$ cat src/rtl/pipe_hazard_ctrl_if.sv
// Pipeline-side bundle for pipe_hazard_ctrl.
// slave  : the hazard controller (consumes stage fields, drives controls)
// master : the pipeline datapath (drives stage fields, consumes controls)
// Stage fields: ID sources, ID/EX sources/dest/load flag, EX/MEM and MEM/WB
// destinations, redirect request and counter clear.
// Controls: PC/IFID write enables, three flushes, EX forward selects,
// ID WB-bypass flags, stall flag and four performance counters.
interface pipe_hazard_ctrl_if #(
  parameter int REG_AW = 5,
  parameter int CNT_W  = 32
);
  logic [REG_AW-1:0] id_rs1_i;
  logic [REG_AW-1:0] id_rs2_i;
  logic              id_use_rs1_i;
  logic              id_use_rs2_i;
  logic [REG_AW-1:0] ex_rs1_i;
  logic [REG_AW-1:0] ex_rs2_i;
  logic [REG_AW-1:0] ex_rd_i;
  logic              ex_reg_wr_i;
  logic              ex_mem_rd_i;
  logic [REG_AW-1:0] mem_rd_i;
  logic              mem_reg_wr_i;
  logic [REG_AW-1:0] wb_rd_i;
  logic              wb_reg_wr_i;
  logic              redirect_i;
  logic              cnt_clr_i;

  logic              pc_wr_en_o;
  logic              if_id_wr_en_o;
  logic              if_id_flush_o;
  logic              id_ex_flush_o;
  logic              ex_mem_flush_o;
  logic [1:0]        fwd_a_sel_o;
  logic [1:0]        fwd_b_sel_o;
  logic              id_byp_a_o;
  logic              id_byp_b_o;
  logic              stall_o;
  logic [CNT_W-1:0]  cyc_cnt_o;
  logic [CNT_W-1:0]  stall_cnt_o;
  logic [CNT_W-1:0]  flush_cnt_o;
  logic [CNT_W-1:0]  retire_cnt_o;

  modport slave (
    input  id_rs1_i, id_rs2_i, id_use_rs1_i, id_use_rs2_i,
    input  ex_rs1_i, ex_rs2_i, ex_rd_i, ex_reg_wr_i, ex_mem_rd_i,
    input  mem_rd_i, mem_reg_wr_i, wb_rd_i, wb_reg_wr_i,
    input  redirect_i, cnt_clr_i,
    output pc_wr_en_o, if_id_wr_en_o, if_id_flush_o, id_ex_flush_o, ex_mem_flush_o,
    output fwd_a_sel_o, fwd_b_sel_o, id_byp_a_o, id_byp_b_o, stall_o,
    output cyc_cnt_o, stall_cnt_o, flush_cnt_o, retire_cnt_o
  );

  modport master (
    output id_rs1_i, id_rs2_i, id_use_rs1_i, id_use_rs2_i,
    output ex_rs1_i, ex_rs2_i, ex_rd_i, ex_reg_wr_i, ex_mem_rd_i,
    output mem_rd_i, mem_reg_wr_i, wb_rd_i, wb_reg_wr_i,
    output redirect_i, cnt_clr_i,
    input  pc_wr_en_o, if_id_wr_en_o, if_id_flush_o, id_ex_flush_o, ex_mem_flush_o,
    input  fwd_a_sel_o, fwd_b_sel_o, id_byp_a_o, id_byp_b_o, stall_o,
    input  cyc_cnt_o, stall_cnt_o, flush_cnt_o, retire_cnt_o
  );
endinterface

$ cat src/rtl/pipe_hazard_ctrl.sv
// Hazard, forwarding and occupancy controller for a 5-stage RV32 pipeline.
// Ports: clk, rst (synchronous, active high), bus (pipe_hazard_ctrl_if.slave).
// Tracks one valid bit per pipeline register, detects RAW / load-use hazards,
// drives PC/IFID enables, bubble flushes, EX forward selects and ID WB bypass,
// and keeps cycle/stall/flush/retire counters. Redirects resolve in MEM.
module pipe_hazard_ctrl #(
  parameter int REG_AW    = 5,
  parameter int CNT_W     = 32,
  parameter int FWD_EN    = 1,
  parameter int WB_BYPASS = 1
) (
  input  logic               clk,
  input  logic               rst,
  pipe_hazard_ctrl_if.slave  bus
);

  logic r_v_ifid, r_v_idex, r_v_exmem, r_v_memwb;
  logic [CNT_W-1:0] r_cyc_cnt, r_stall_cnt, r_flush_cnt, r_retire_cnt;

  logic w_redir, w_ex_q, w_mem_q, w_wb_q;
  logic w_id_ex_raw, w_id_mem_raw, w_id_wb_raw;
  logic w_lu, w_raw_hz, w_hz, w_stall;
  logic [1:0] w_fwd_a, w_fwd_b;

  assign w_redir = bus.redirect_i & r_v_exmem;

  // A stage is a real writer only when valid and targeting a non-x0 register.
  assign w_ex_q  = r_v_idex  & bus.ex_reg_wr_i  & (bus.ex_rd_i  != '0);
  assign w_mem_q = r_v_exmem & bus.mem_reg_wr_i & (bus.mem_rd_i != '0);
  assign w_wb_q  = r_v_memwb & bus.wb_reg_wr_i  & (bus.wb_rd_i  != '0);

  assign w_id_ex_raw  = (bus.id_use_rs1_i & (bus.id_rs1_i == bus.ex_rd_i))
                      | (bus.id_use_rs2_i & (bus.id_rs2_i == bus.ex_rd_i));
  assign w_id_mem_raw = (bus.id_use_rs1_i & (bus.id_rs1_i == bus.mem_rd_i))
                      | (bus.id_use_rs2_i & (bus.id_rs2_i == bus.mem_rd_i));
  assign w_id_wb_raw  = (bus.id_use_rs1_i & (bus.id_rs1_i == bus.wb_rd_i))
                      | (bus.id_use_rs2_i & (bus.id_rs2_i == bus.wb_rd_i));

  assign w_lu = r_v_ifid & w_ex_q & bus.ex_mem_rd_i & w_id_ex_raw;

  // Without forwarding every in-flight producer blocks ID; WB only matters
  // when the register file cannot pass the same-cycle write through.
  assign w_raw_hz = r_v_ifid & ((w_ex_q & w_id_ex_raw)
                              | (w_mem_q & w_id_mem_raw)
                              | ((WB_BYPASS == 0) & w_wb_q & w_id_wb_raw));

  assign w_hz    = (FWD_EN != 0) ? w_lu : w_raw_hz;
  assign w_stall = w_hz & ~w_redir & ~rst;

  always_comb begin
    w_fwd_a = 2'b00;
    w_fwd_b = 2'b00;
    if ((FWD_EN != 0) && r_v_idex && !rst) begin
      if (w_mem_q && (bus.mem_rd_i == bus.ex_rs1_i))     w_fwd_a = 2'b10;
      else if (w_wb_q && (bus.wb_rd_i == bus.ex_rs1_i))  w_fwd_a = 2'b01;
      if (w_mem_q && (bus.mem_rd_i == bus.ex_rs2_i))     w_fwd_b = 2'b10;
      else if (w_wb_q && (bus.wb_rd_i == bus.ex_rs2_i))  w_fwd_b = 2'b01;
    end
  end

  always_comb begin
    bus.pc_wr_en_o     = 1'b1;
    bus.if_id_wr_en_o  = 1'b1;
    bus.if_id_flush_o  = 1'b0;
    bus.id_ex_flush_o  = 1'b0;
    bus.ex_mem_flush_o = 1'b0;
    bus.stall_o        = 1'b0;
    bus.fwd_a_sel_o    = w_fwd_a;
    bus.fwd_b_sel_o    = w_fwd_b;
    bus.id_byp_a_o     = (WB_BYPASS != 0) & r_v_ifid & bus.id_use_rs1_i & w_wb_q
                       & (bus.wb_rd_i == bus.id_rs1_i);
    bus.id_byp_b_o     = (WB_BYPASS != 0) & r_v_ifid & bus.id_use_rs2_i & w_wb_q
                       & (bus.wb_rd_i == bus.id_rs2_i);
    if (rst) begin
      bus.pc_wr_en_o     = 1'b0;
      bus.if_id_wr_en_o  = 1'b0;
      bus.if_id_flush_o  = 1'b1;
      bus.id_ex_flush_o  = 1'b1;
      bus.ex_mem_flush_o = 1'b1;
      bus.id_byp_a_o     = 1'b0;
      bus.id_byp_b_o     = 1'b0;
    end else if (w_redir) begin
      bus.if_id_flush_o  = 1'b1;
      bus.id_ex_flush_o  = 1'b1;
      bus.ex_mem_flush_o = 1'b1;
    end else if (w_stall) begin
      bus.pc_wr_en_o     = 1'b0;
      bus.if_id_wr_en_o  = 1'b0;
      bus.id_ex_flush_o  = 1'b1;
      bus.stall_o        = 1'b1;
    end
  end

  // The redirecting instruction itself moves on to MEM/WB and retires; only
  // the three younger slots (IF fetch, IF/ID, ID/EX) are squashed.
  always_ff @(posedge clk) begin
    if (rst) begin
      r_v_ifid  <= 1'b0;
      r_v_idex  <= 1'b0;
      r_v_exmem <= 1'b0;
      r_v_memwb <= 1'b0;
    end else begin
      r_v_memwb <= r_v_exmem;
      r_v_exmem <= r_v_idex & ~w_redir;
      r_v_idex  <= r_v_ifid & ~w_redir & ~w_stall;
      r_v_ifid  <= w_redir ? 1'b0 : (w_stall ? r_v_ifid : 1'b1);
    end
  end

  always_ff @(posedge clk) begin
    if (rst || bus.cnt_clr_i) begin
      r_cyc_cnt    <= '0;
      r_stall_cnt  <= '0;
      r_flush_cnt  <= '0;
      r_retire_cnt <= '0;
    end else begin
      r_cyc_cnt <= r_cyc_cnt + 1'b1;
      if (w_stall)   r_stall_cnt  <= r_stall_cnt + 1'b1;
      if (w_redir)   r_flush_cnt  <= r_flush_cnt + 1'b1;
      if (r_v_memwb) r_retire_cnt <= r_retire_cnt + 1'b1;
    end
  end

  assign bus.cyc_cnt_o    = r_cyc_cnt;
  assign bus.stall_cnt_o  = r_stall_cnt;
  assign bus.flush_cnt_o  = r_flush_cnt;
  assign bus.retire_cnt_o = r_retire_cnt;

endmodule

$ cat src/flat_wrapper.sv
// flat-port wrapper written by rule: the top's interface ports become plain ports
module pipe_hazard_ctrl_flat 
#(
  parameter int REG_AW    = 5,
  parameter int CNT_W     = 32,
  parameter int FWD_EN    = 1,
  parameter int WB_BYPASS = 1
)
  (clk, rst, bus_id_rs1_i, bus_id_rs2_i, bus_id_use_rs1_i, bus_id_use_rs2_i, bus_ex_rs1_i, bus_ex_rs2_i, bus_ex_rd_i, bus_ex_reg_wr_i, bus_ex_mem_rd_i, bus_mem_rd_i, bus_mem_reg_wr_i, bus_wb_rd_i, bus_wb_reg_wr_i, bus_redirect_i, bus_cnt_clr_i, bus_pc_wr_en_o, bus_if_id_wr_en_o, bus_if_id_flush_o, bus_id_ex_flush_o, bus_ex_mem_flush_o, bus_fwd_a_sel_o, bus_fwd_b_sel_o, bus_id_byp_a_o, bus_id_byp_b_o, bus_stall_o, bus_cyc_cnt_o, bus_stall_cnt_o, bus_flush_cnt_o, bus_retire_cnt_o);
  pipe_hazard_ctrl_if #(.REG_AW(REG_AW), .CNT_W(CNT_W)) bus_i ();
  input  logic clk;
  input  logic rst;
  input wire logic [$bits(bus_i.id_rs1_i)-1:0] bus_id_rs1_i;
  input wire logic [$bits(bus_i.id_rs2_i)-1:0] bus_id_rs2_i;
  input wire logic [$bits(bus_i.id_use_rs1_i)-1:0] bus_id_use_rs1_i;
  input wire logic [$bits(bus_i.id_use_rs2_i)-1:0] bus_id_use_rs2_i;
  input wire logic [$bits(bus_i.ex_rs1_i)-1:0] bus_ex_rs1_i;
  input wire logic [$bits(bus_i.ex_rs2_i)-1:0] bus_ex_rs2_i;
  input wire logic [$bits(bus_i.ex_rd_i)-1:0] bus_ex_rd_i;
  input wire logic [$bits(bus_i.ex_reg_wr_i)-1:0] bus_ex_reg_wr_i;
  input wire logic [$bits(bus_i.ex_mem_rd_i)-1:0] bus_ex_mem_rd_i;
  input wire logic [$bits(bus_i.mem_rd_i)-1:0] bus_mem_rd_i;
  input wire logic [$bits(bus_i.mem_reg_wr_i)-1:0] bus_mem_reg_wr_i;
  input wire logic [$bits(bus_i.wb_rd_i)-1:0] bus_wb_rd_i;
  input wire logic [$bits(bus_i.wb_reg_wr_i)-1:0] bus_wb_reg_wr_i;
  input wire logic [$bits(bus_i.redirect_i)-1:0] bus_redirect_i;
  input wire logic [$bits(bus_i.cnt_clr_i)-1:0] bus_cnt_clr_i;
  output wire logic [$bits(bus_i.pc_wr_en_o)-1:0] bus_pc_wr_en_o;
  output wire logic [$bits(bus_i.if_id_wr_en_o)-1:0] bus_if_id_wr_en_o;
  output wire logic [$bits(bus_i.if_id_flush_o)-1:0] bus_if_id_flush_o;
  output wire logic [$bits(bus_i.id_ex_flush_o)-1:0] bus_id_ex_flush_o;
  output wire logic [$bits(bus_i.ex_mem_flush_o)-1:0] bus_ex_mem_flush_o;
  output wire logic [$bits(bus_i.fwd_a_sel_o)-1:0] bus_fwd_a_sel_o;
  output wire logic [$bits(bus_i.fwd_b_sel_o)-1:0] bus_fwd_b_sel_o;
  output wire logic [$bits(bus_i.id_byp_a_o)-1:0] bus_id_byp_a_o;
  output wire logic [$bits(bus_i.id_byp_b_o)-1:0] bus_id_byp_b_o;
  output wire logic [$bits(bus_i.stall_o)-1:0] bus_stall_o;
  output wire logic [$bits(bus_i.cyc_cnt_o)-1:0] bus_cyc_cnt_o;
  output wire logic [$bits(bus_i.stall_cnt_o)-1:0] bus_stall_cnt_o;
  output wire logic [$bits(bus_i.flush_cnt_o)-1:0] bus_flush_cnt_o;
  output wire logic [$bits(bus_i.retire_cnt_o)-1:0] bus_retire_cnt_o;
  assign bus_i.id_rs1_i = bus_id_rs1_i;
  assign bus_i.id_rs2_i = bus_id_rs2_i;
  assign bus_i.id_use_rs1_i = bus_id_use_rs1_i;
  assign bus_i.id_use_rs2_i = bus_id_use_rs2_i;
  assign bus_i.ex_rs1_i = bus_ex_rs1_i;
  assign bus_i.ex_rs2_i = bus_ex_rs2_i;
  assign bus_i.ex_rd_i = bus_ex_rd_i;
  assign bus_i.ex_reg_wr_i = bus_ex_reg_wr_i;
  assign bus_i.ex_mem_rd_i = bus_ex_mem_rd_i;
  assign bus_i.mem_rd_i = bus_mem_rd_i;
  assign bus_i.mem_reg_wr_i = bus_mem_reg_wr_i;
  assign bus_i.wb_rd_i = bus_wb_rd_i;
  assign bus_i.wb_reg_wr_i = bus_wb_reg_wr_i;
  assign bus_i.redirect_i = bus_redirect_i;
  assign bus_i.cnt_clr_i = bus_cnt_clr_i;
  assign bus_pc_wr_en_o = bus_i.pc_wr_en_o;
  assign bus_if_id_wr_en_o = bus_i.if_id_wr_en_o;
  assign bus_if_id_flush_o = bus_i.if_id_flush_o;
  assign bus_id_ex_flush_o = bus_i.id_ex_flush_o;
  assign bus_ex_mem_flush_o = bus_i.ex_mem_flush_o;
  assign bus_fwd_a_sel_o = bus_i.fwd_a_sel_o;
  assign bus_fwd_b_sel_o = bus_i.fwd_b_sel_o;
  assign bus_id_byp_a_o = bus_i.id_byp_a_o;
  assign bus_id_byp_b_o = bus_i.id_byp_b_o;
  assign bus_stall_o = bus_i.stall_o;
  assign bus_cyc_cnt_o = bus_i.cyc_cnt_o;
  assign bus_stall_cnt_o = bus_i.stall_cnt_o;
  assign bus_flush_cnt_o = bus_i.flush_cnt_o;
  assign bus_retire_cnt_o = bus_i.retire_cnt_o;
  pipe_hazard_ctrl #(.REG_AW(REG_AW), .CNT_W(CNT_W), .FWD_EN(FWD_EN), .WB_BYPASS(WB_BYPASS)) u_core (.clk(clk), .rst(rst), .bus(bus_i));
endmodule
$ cat config.mk
export PLATFORM = sky130hd
export DESIGN_NAME = pipe_hazard_ctrl_flat
export DESIGN_NICKNAME = d
export VERILOG_FILES = /design/src/rtl/pipe_hazard_ctrl_if.sv /design/src/rtl/pipe_hazard_ctrl.sv /design/src/flat_wrapper.sv
export SDC_FILE = /design/constraint.sdc
export NUM_CORES = 1
export LEC_CHECK = 0
export BUFFER_PORTS_ARGS = -buffer_cell sky130_fd_sc_hd__buf_2
export CAP_MARGIN = 40
export CORE_MARGIN = 3
export CORE_UTILIZATION = 35
export DETAILED_ROUTE_END_ITERATION = 12
export GPL_ROUTABILITY_DRIVEN = 0
export PLACE_DENSITY_LB_ADDON = 0.15
export REMOVE_ABC_BUFFERS = 1
export SLEW_MARGIN = 20
export SYNTH_ARGS = -nofsm -noshare
export SYNTH_HDL_FRONTEND = slang
export SYNTH_SLANG_ARGS = --single-unit
$ cat constraint.sdc
create_clock -name clk -period 4.55 [get_ports clk]
set_input_delay 0 -clock clk [delete_from_list [all_inputs] [get_ports clk]]
set_output_delay 0 -clock clk [all_outputs]
set_load 0.05 [all_outputs]
==> flow_metrics.env <==
export IMPL_clockPowerShare_pct=54.6
export IMPL_yosysMostFrequentCell="dfxtp_1"
export IMPL_dieHeight_um=142
export IMPL_layout_min_cycle_time_ps=2530
export IMPL_hold_class="input port to register"
export IMPL_rr_endpoint="u_core.bus.stall_cnt_o[18]$_SDFFE_PP0N_"
export IMPL_cts_sinks=132
export IMPL_async_flop_share_pct=0
export IMPL_ir_worst_vdd_uv=222
export IMPL_finish_utilization_pct=45.9
export IMPL_reg2reg_from="u_core.bus.stall_cnt_o[1]$_SDFFE_PP0N_"
export IMPL_swShare_pct=21.5
export IMPL_syn_to_final_growth_pct=27.8
export IMPL_p_leak_nw=3.26
export IMPL_synthDistinctLibCells=35
export IMPL_placed_area_um2=7590
export IMPL_synth_area_top_cells="dfxtp_1 41%, xor2_1 12%, nor2_1 5.9%"
export IMPL_netlist_instances=770
export IMPL_initialDrtViolationCount=268
export IMPL_synth_top_flop_cell="dfxtp_1"
export IMPL_drive_above_1_share_pct=24.0
export IMPL_drc=0
export IMPL_total_power_mw=2.83
export IMPL_portBuffers=184
export IMPL_routed_wl_um=17600
export IMPL_nets=987
export IMPL_synth_seq_area_share_pct=40.7
export IMPL_crit_start="u_core.bus.stall_cnt_o[1]$_SDFFE_PP0N_"
export IMPL_cp_max_fo=10
export IMPL_maxCapViolations=0
export IMPL_clk_pin_slew_worst_paths_ps=60
export IMPL_cp_required_ps=4900
export IMPL_finalClockSkew_ps=13.3
export IMPL_cp_endpoint="u_core.bus.stall_cnt_o[18]$_SDFFE_PP0N_"
export IMPL_synth_edff_count=0
export IMPL_grt_pass1_vias=5690
export IMPL_coreArea_um2=18100
export IMPL_final_antenna_net_count=0
export IMPL_rsz0062_at_grt="no"
export IMPL_syn_area_um2=6500
export IMPL_viasPerCell=5.13
export IMPL_switchingPower_mw=0.611
export IMPL_setup_violations_final=0
export IMPL_dieArea_um2=20200
export IMPL_tightest_slew_ps=822
export IMPL_intPower_mw=2.22
export IMPL_reg2regPathDepth=6
export IMPL_grt_antenna_before_repair=0
export IMPL_start_util_pct=35.9
export IMPL_cts_tree="done"
export IMPL_arrival_ps=2880
export IMPL_ys_ff_latch=132
export IMPL_hold_violations=0
export IMPL_setup_tns_ps=0
export IMPL_max_slew_margin_pct=44.9
export IMPL_drv_slew=0
export IMPL_cts_root_buffer="clkbuf_16"
export IMPL_synthTopCellsByCount="132 x dfxtp_1, 102 x nor2_1, 88 x xor2_1"
export IMPL_fin_crit_sh_pct=55.6
export IMPL_preCtsSetupSlack_ps=2070
export IMPL_clk_latency_ps=420
export IMPL_htree_levels=4
export IMPL_clockBufferDepth=2
export IMPL_power_density_nw_per_um2=341
export IMPL_grt_total_usage_pct=17.3
export IMPL_synth_top_area_share_pct=40.7
export IMPL_fmax_ghz=0.395
export IMPL_ys_warn_count=0
export IMPL_setup_ws_ps=2020
export IMPL_grt_first_pass_wirelength_um=29000
export IMPL_antenna_cells=0
export IMPL_io_pins=185
export IMPL_start_kind="register"
export IMPL_num_vias=6055
export IMPL_reg2reg_slack_ps=2020
export IMPL_status="finished, final reports clean"
export IMPL_yosysTopAreaCell="dfxtp_1"
export IMPL_synth_area_per_cell_um2=8.44
export IMPL_row_count=49
export IMPL_wire_per_inst_um=14.9
export IMPL_fp_dieW_um=142
export IMPL_first_pass_iters=4
export IMPL_power_frac_seq_pct=41.0
export IMPL_crit_path_end_kind="register"
export IMPL_cts_buffers=17
export IMPL_grt_max_degree=63
export IMPL_fin_area_um2=8300
export IMPL_post_dp_hpwl_um=12400
export IMPL_path_class="register to register"
export IMPL_overflow=0
export IMPL_comb_power_share_pct=4.4
layout by cell type, fill, tap and decap left out, types with 16 or more instances in the layout:
| cell | count |
|---|---|
| nand2_1 | 39 |
| clkbuf_16 | 17 |
| and4_1 | 16 |
| a21oi_1 | 40 |
| xnor2_1 | 32 |
| nor2_1 | 102 |
| nand4_1 | 48 |
| or3_1 | 16 |
| or4_1 | 29 |
| xor2_1 | 88 |
| buf_2 | 184 |
| dfxtp_1 | 132 |
| nand3_1 | 57 |
| and3_1 | 21 |
| o31ai_1 | 27 |
state kept, by name (all words and copies together), names as in the netlist:
name / cells
u_core.r_v_exmem: 1
u_core.r_v_idex: 1
u_core.bus.cyc_cnt_o: 32
u_core.bus.stall_cnt_o: 32
u_core.bus.retire_cnt_o: 32
u_core.r_v_ifid: 1
u_core.r_v_memwb: 1
u_core.bus.flush_cnt_o: 32
power groups by stage:
stage,logic [mW],clock network [mW],registers (mW)
final,0.125,1.55,1.16
after global routing,0.137,1.63,1.16
after CTS,0.127,1.58,1.16
after detailed placement,0.124,0,1.19
after global placement,0.123,0,1.19
after floorplan,0.0614,0,1.19
cells by family (layout without fill, tap and decap cells):
logic type	after synthesis	after routing	share of synthesized area, %
mux	4	4	0.616
fa+ha+maj	4	4	0.770
xor+xnor	120	120	16.2
flops	132	132	40.7
simple gates	372	372	30.6
buf+inv	54	235	3.45
compound gates	84	84	7.72
per-stage QoR:
step,hold WS [ps],instances
3_5_place_dp,287,1144
5_1_grt,173,1180
4_1_cts,119,1179
6_report,139,1180
2_1_floorplan,71.6,725
3_3_place_gp,290,1143
per-layer routing:
metal | part of all wire [%] | GRT usage [%] | up-vias
li1 | - | - | 3092
met1 | 48 | 22.9 | 2786
met3 | 6.1 | 4.87 | 16
met5 | 0 | 0 | -
met4 | 1.2 | 5.15 | 0
met2 | 45 | 27.5 | 161
area by class of cell:
class                           count  area (um2)
Clock buffer                       21         470
Clock inverter                     11         196
Fill cell                        1817        9780
Inverter                            9        33.8
Multi-Input combinational cell    584        3650
Sequential cell                   132        2640
Tap cell                          229         287
Timing Repair Buffer              194        1020
worst max-delay path: stages (launching register included):
cell	delay, ps
dfxtp_1	400
ha_1	220
nand4_1	190
nor2_1	510
nand4_1	420
or4_1	580
a21oi_1	140
what timing repair did:
| item | in CTS | in global routing |
|---|---|---|
| hold buffers | 3 | 0 |
| gates resized for setup | 0 | 0 |
| endpoints found under the hold margin | 5 | 0 |
| buffers inserted | 0 | 0 |
worst min path at each step:
stage                               start                                     end  slack, ps  depth (start not counted)
after global placement                rst             u_core.r_v_memwb$_SDFF_PP0_        290                          2
final                     bus_ex_mem_rd_i  u_core.bus.stall_cnt_o[6]$_SDFFE_PP0N_        140                          6
after detailed placement              rst             u_core.r_v_memwb$_SDFF_PP0_        290                          2
after CTS                 bus_ex_mem_rd_i  u_core.bus.stall_cnt_o[6]$_SDFFE_PP0N_        120                          6
after global routing      bus_ex_mem_rd_i  u_core.bus.stall_cnt_o[6]$_SDFFE_PP0N_        170                          6
after floorplan                       rst             u_core.r_v_memwb$_SDFF_PP0_         70                          1
Power figures use the tool's default switching activity.
